**src/rtl/tx_char_scheduler.sv**
```systemverilog
// SpaceWire TX character scheduler: picks time-code, FCT, N-Char or NULL for the
// encoder each time it is free, and tracks owed FCTs and the pending time-code.
module tx_char_scheduler #(
  parameter int unsigned OWED_W = 3
) (
  input  logic              pclk_tx,
  input  logic              rst_tx,
  input  logic              send_null_tx,
  input  logic              send_fct_tx,
  input  logic              send_nchar_tx,
  input  logic              tickin_tx,
  input  logic [7:0]        timein_tx,
  input  logic              fct_grant_tx,
  input  logic [5:0]        fct_credit_tx,
  input  logic              fifo_empty_tx,
  input  logic [8:0]        fifo_data_tx,
  input  logic              enc_ready_tx,
  output logic              enc_valid_tx,
  output logic [1:0]        enc_type_tx,
  output logic [8:0]        enc_data_tx,
  output logic              fifo_rd_tx,
  output logic              char_sent,
  output logic [OWED_W-1:0] fct_owed_tx,
  output logic              tick_pending_tx
);

  typedef enum logic {IDLE, HOLD} state_t;
  typedef enum logic [1:0] {
    CH_NULL  = 2'b00,
    CH_FCT   = 2'b01,
    CH_NCHAR = 2'b10,
    CH_TIME  = 2'b11
  } char_t;

  localparam logic [OWED_W-1:0] OWED_MAX = '1;

  state_t     state;
  char_t      enc_type_q;
  logic [7:0] time_q;
  logic       xfer;
  logic       fct_xfer;
  logic       time_xfer;

  assign enc_type_tx = enc_type_q;

  always_comb begin
    xfer      = (state == HOLD) && enc_ready_tx;
    fct_xfer  = xfer && (enc_type_q == CH_FCT);
    time_xfer = xfer && (enc_type_q == CH_TIME);
  end

  always_ff @(posedge pclk_tx) begin
    // Link down shares the reset path; only a real reset also clears the time value.
    if (rst_tx || !send_null_tx) begin
      state           <= IDLE;
      enc_valid_tx    <= 1'b0;
      enc_type_q      <= CH_NULL;
      enc_data_tx     <= '0;
      fifo_rd_tx      <= 1'b0;
      char_sent       <= 1'b0;
      fct_owed_tx     <= '0;
      tick_pending_tx <= 1'b0;
      if (rst_tx) time_q <= '0;
    end else begin
      fifo_rd_tx <= 1'b0;
      char_sent  <= 1'b0;

      // Grant and FCT transfer together cancel; a grant at saturation is dropped.
      if (fct_grant_tx && !fct_xfer && (fct_owed_tx != OWED_MAX))
        fct_owed_tx <= fct_owed_tx + OWED_W'(1);
      else if (fct_xfer && !fct_grant_tx)
        fct_owed_tx <= fct_owed_tx - OWED_W'(1);

      if (tickin_tx && send_nchar_tx) begin
        tick_pending_tx <= 1'b1;
        time_q          <= timein_tx;
      end else if (time_xfer) begin
        tick_pending_tx <= 1'b0;
      end

      unique case (state)
        IDLE: begin
          enc_valid_tx <= 1'b1;
          state        <= HOLD;
          if (tick_pending_tx && send_nchar_tx) begin
            enc_type_q  <= CH_TIME;
            enc_data_tx <= {1'b0, time_q};
          end else if ((fct_owed_tx != '0) && send_fct_tx) begin
            enc_type_q  <= CH_FCT;
            enc_data_tx <= '0;
          end else if (!fifo_empty_tx && send_nchar_tx && (fct_credit_tx != '0)) begin
            enc_type_q  <= CH_NCHAR;
            enc_data_tx <= fifo_data_tx;
            fifo_rd_tx  <= 1'b1;
          end else begin
            enc_type_q  <= CH_NULL;
            enc_data_tx <= '0;
          end
        end
        HOLD: begin
          if (enc_ready_tx) begin
            enc_valid_tx <= 1'b0;
            state        <= IDLE;
            char_sent    <= (enc_type_q == CH_NCHAR);
          end
        end
      endcase
    end
  end

endmodule

```
**config.mk**
```make
export PLATFORM = sky130hd
export DESIGN_NAME = tx_char_scheduler
export DESIGN_NICKNAME = d
export VERILOG_FILES = /design/src/rtl/tx_char_scheduler.sv
export SDC_FILE = /design/constraint.sdc
export NUM_CORES = 1
export LEC_CHECK = 0
export ABC_AREA = 1
export ABC_CLOCK_PERIOD_IN_PS = 1800
export BUFFER_PORTS_ARGS = -buffer_cell sky130_fd_sc_hd__buf_4
export CAP_MARGIN = 20
export CORE_MARGIN = 2
export CORE_UTILIZATION = 45
export DETAILED_ROUTE_END_ITERATION = 7
export PLACE_DENSITY = 0.75
export SLEW_MARGIN = 20
export SYNTH_ARGS = -nofsm -noshare
export SYNTH_HDL_FRONTEND = slang
export SYNTH_SLANG_ARGS = --single-unit
```
**constraint.sdc**
```tcl
create_clock -name pclk_tx -period 1.8 [get_ports pclk_tx]
set_input_delay 0.36 -clock pclk_tx [delete_from_list [all_inputs] [get_ports pclk_tx]]
set_output_delay 0.36 -clock pclk_tx [all_outputs]
set_load 0.02 [all_outputs]
```
* Word level (Yosys, flattened, before mapping)
Cells that the tools add are included.
Word-level totals: flip-flop bits (word level) 27, input bits 32, output and inout port bits 18, logic and storage cells 61
Operators by class: $add $sub $neg 2, eq/ne operators 6, muxes and demuxes 18, bitwise logic cells 2, reduce and logical (&&, ||, !) cells 24
Operators by type and width (number):
- 9-bit 2-to-1 mux | 3
- 8-bit 2-to-1 mux | 3
- 1-bit logical AND | 11
- 2-bit 2-to-1 mux | 3
- 3-bit 2-to-1 mux | 2
- 2-bit nonzero test | 3
- 6-bit nonzero test | 1
- 1-bit 2-to-1 mux | 5
- 2-bit equality test, second input constant | 2
- 1-bit zero test | 4
- 2-bit != test, second input constant | 2
- 1-bit one-hot mux with 2 select lines | 2
- 4-bit OR reduction | 1
- 3-bit by 1-bit adder with 3-bit output, second input constant | 1
- 3-bit != test, second input constant | 1
- 3-bit nonzero test | 1
- 3-bit OR reduction | 1
- 3-bit by 1-bit subtractor with 3-bit output, second input constant | 1
- 2-bit by 1-bit equality test with 1-bit output, second input constant | 1
- 1-bit inverter | 2
- 2-bit AND reduction | 1
- 1-bit logical OR | 1

* Logic depth before layout (Yosys ltp)
depth in word-level cells 6, depth in mapped cells 9, mapped depth without buffers 9

* Least setup slack after synthesis
No wires, ideal clock.
path kind flip-flop to flip-flop, from reg enc_type_q[1], in the netlist enc_type_tx[1], to reg fct_owed_tx[2], setup time 115 ps, data arrival time 1425 ps, data required time 1685 ps, setup slack 260 ps, stages on the path, launching flop included 8, path buffers 0, period minus slack after synthesis 1540 ps, cell sequence dfxtp_1 -> nor2_4 -> nand2_4 -> nand3_2 -> fa_1 -> nand3b_1 -> a21oi_1 -> nor2_1
Between the ends: cells in the longest elaborated chain, start to end 6, elaborated cells on any way between the ends 8, classes of those cells eq/ne (1); mux (1); reduce/logical (6)
RTL lines:
- start, declared | line 38 | char_t enc_type_q;
- start signal, assigned | line 57 | enc_type_q <= CH_NULL;
- start signal, assigned | line 86 | enc_type_q <= CH_TIME;
- start signal, assigned | line 89 | enc_type_q <= CH_FCT;
- 2-bit by 1-bit equality test with 1-bit output (*) | line 48 | fct_xfer = xfer && (enc_type_q == CH_FCT);
- 1-bit logical AND (*) | line 48
- 1-bit zero test | line 69 | if (fct_grant_tx && !fct_xfer && (fct_owed_tx != OWED_MAX))
- 1-bit logical AND (2 in a row) | line 69
- 3-bit 2-to-1 mux / 2-bit nonzero test (equally long branches)
- end signal, assigned | line 70 | fct_owed_tx <= fct_owed_tx + OWED_W'(1);
- end signal, assigned | line 72 | fct_owed_tx <= fct_owed_tx - OWED_W'(1);
- end, declared | line 23 | output logic [OWED_W-1:0] fct_owed_tx,
Mark *: on every way between the ends. The rest lies on a longest branch, timed or not. A chain may end at the register's enable or synchronous reset.

* Worst setup path after layout
from reg state, to reg fct_owed_tx[2]
Between the ends: cells in the longest elaborated chain, start to end 6, elaborated cells on any way between the ends 8, classes of those cells mux (1); reduce/logical (7)
RTL lines:
- start, declared | line 37 | state_t state;
- start signal, assigned | line 55 | state <= IDLE;
- start signal, assigned | line 84 | state <= HOLD;
- start signal, assigned | line 103 | state <= IDLE;
- 1-bit logical AND (*) | line 47 | xfer = (state == HOLD) && enc_ready_tx;
- 1-bit logical AND (*) | line 48
- 1-bit zero test | line 69
- 1-bit logical AND (2 in a row) | line 69
- 3-bit 2-to-1 mux / 2-bit nonzero test (equally long branches)
Marks and branches as above.

==> out/qor.txt <==
Total GRT Usage = 17.4%
Max Cap Violations = 0
Final Power = 1.13 mW
Flop2flop setup slack = 200 ps
Post-synthesis xor/xnor area fraction = 0%
Ant. Diodes = 0
Fin util = 65.4%
Slew margin rel. = 72.8%
I/O Buffers = 49
Hold bufs inserted after CTS = 0
Placed instance count = 228
Tmin final = 1600 ps
Final WL = 2660 um
Grt total ovfl = 0
Worst Hold Class = input pin to flip-flop
DRC = 0
Gpl congestion = 0.769
Top cell type's share of synthesized area = 31.7%
Status = finished, final reports clean
Fin area = 0.00163 mm2
# IOs = 50
Critical path class = flip-flop to flip-flop
RSZ-0062 raised after global routing = no
Share of cells above drive strength 1 = 32.7%
Max-slew violation count = 0
DRT Pass-1 Iters = 4
TritonCTS Sinks = 27
Clock skew = 6.64 ps
Synthesized area = 0.00120 mm2
Vias = 1128
Die ar. = 0.00310 mm2
VDD IR max = 0.000462 V
CTS tree = built
Root buf cell = clkbuf_4
Setup WS pre-CTS = 148 ps
Layout Area Growth over Synthesis = 36.2%
Final setup margin = 199 ps
Most common cell in the netlist = nor2_1
Clock slew seen by the registers of the worst setup and hold paths = 140 ps
Largest net degree at the start of global routing = 19
Vert. Die Dim = 55.6 um
DP Wirelength = 2110 um
Power Density = 694 mW/mm2
Nets = 236
Vias/cell = 4.86
Setup TNS Final = 0 ps
FMAX = 0.624 GHz
Clock buffer depth = 2
TritonCTS buffer count = 3
CP startpoint kind = flip-flop
Starting Density = 48.0%
Placed Area = 0.00161 mm2
Final Hold Viols = 0
Post-synthesis cell type count = 27
DRT iter0 DRCs = 32
Syn Area/Cell = 8.00 um2
Adder-cell share of the synthesized area = 1.67%
Initial antenna violation count = 0
Post-Synth Simple-Gate Area = 26.5%
Core ar. = 0.00250 mm2
Gate count after technology mapping = 150
Critical path peak fanout = 6
Syn_nets = 183
Slew @ Worst Pin = 408 ps
Main combinational cell family by area after synthesis = simple AND/OR/NAND/NOR gates
Crit path DAT = 1840 ps
Post-synthesis compound-gate area fraction = 12.4%
Worst-Skew Late Latency = 330 ps
Htree depth = 1
Post-synth ARST share = 0%
Die X-Extent = 55.6 um
Top cells by area, synth = dfxtp_1 (32%), edfxtp_1 (20%), nor2_1 (8.8%)
Vias in the first global route = 1052
Setup crit end kind = flip-flop
CTS resizes = 0
Post-synth top cells = nor2_1 (28), nand2_1 (26), dfxtp_1 (19), inv_1 (17), a21oi_1 (13)
Req. time, crit path = 2040 ps
FF+latch count, synth = 27
DR WL/cell = 11.4 um
Finish-stage setup viols = 0
Hold slack = 260 ps
Row cnt = 18
Setup Buffers After CTS = 0
Post-DRT Antenna Nets = 0
Tcrit/Tclk final = 89.0%
Post-synthesis mux area share = 0%
Top cell type by total area after synthesis = dfxtp_1
Pleak = 0.814 nW
Finished Layout Cells = 232
First-pass GRT wire length = 4300 um
Sequential fraction of the synthesis area = 51.7%
Synth Flop Type = dfxtp_1
Yosys warnings = 0
EDFF count, synth = 8
-- layout make-up --
cell class	instances	area (um2)
clock buffer	4	26.3
fill	210	866
inverter	21	80.1
multi-input combinational	99	487
sequential	27	621
tap	30	37.5
timing repair buffer	51	383
-- routing by layer --
layer / track usage [%] / wire length, um / up-vias
met3: 3.02 / 104 / 8
met1: 20.9 / 1160 / 496
met2: 29.6 / 1340 / 36
met5: 0 / 0 / -
li1: - / - / 588
met4: 9.41 / 55 / 0
-- flip-flops by register name, summed over array words and instances (netlist names) --
register,cells
state,1
time_q,8
fct_owed_tx,3
enc_valid_tx,1
enc_data_tx,9
fifo_rd_tx,1
tick_pending_tx,1
char_sent,1
enc_type_tx,2
-- logic make-up after synthesis --
| kind of cell | after synthesis |
|---|---|
| AO/OA/AOI/OAI | 28 |
| adder cells (fa/ha/maj) | 1 |
| buffers and inverters | 24 |
| AND/OR/NAND/NOR | 70 |
| flip-flops | 27 |
-- worst paths after layout --
path,from,cells past startpoint,end
worst max register to register,state,8,fct_owed_tx[2]
worst min-delay path,fifo_data_tx[0],3,enc_data_tx[0]
worst min register to register,enc_type_tx[0],1,char_sent
worst max-delay path,state,8,fct_owed_tx[2]
-- cell usage in the layout (no fill, tap or decap) --
| cell | count |
|---|---|
| buf_4 | 51 |
| nor2_1 | 28 |
| nand2_1 | 26 |
| dfxtp_1 | 19 |
| inv_1 | 17 |
| a21oi_1 | 13 |
| o21ai_0 | 10 |
| edfxtp_1 | 8 |
| nand2_2 | 3 |
| inv_2 | 3 |
| nand3_1 | 3 |
| clkbuf_4 | 3 |
| nor2_4 | 2 |
| o21ai_1 | 2 |
| nand4_1 | 2 |
| nand2_4 | 1 |
| nand3_2 | 1 |
| o21bai_1 | 1 |
| nor2_2 | 1 |
| clkinv_2 | 1 |
| a221oi_1 | 1 |
| o21a_1 | 1 |
| nor4_1 | 1 |
| nor3_1 | 1 |
| nand3b_1 | 1 |
| fa_1 | 1 |
| clkbuf_1 | 1 |
-- where the power goes --
group          total, mW  internal, mW  switching [mW]
logic              0.193        0.0938          0.0994
registers          0.677         0.659          0.0181
clock network      0.264        0.0869           0.177
-- critical path, stage by stage, from the launching register on --
cell and delay (ps):
dfxtp_1 410, nand2_2 90, inv_2 50, nand2_4 70, nand3_2 90, fa_1 380, nand3b_1 190, a21oi_1 170
nor2_1 60
Note: power is estimated with default switching activity, not from simulation.
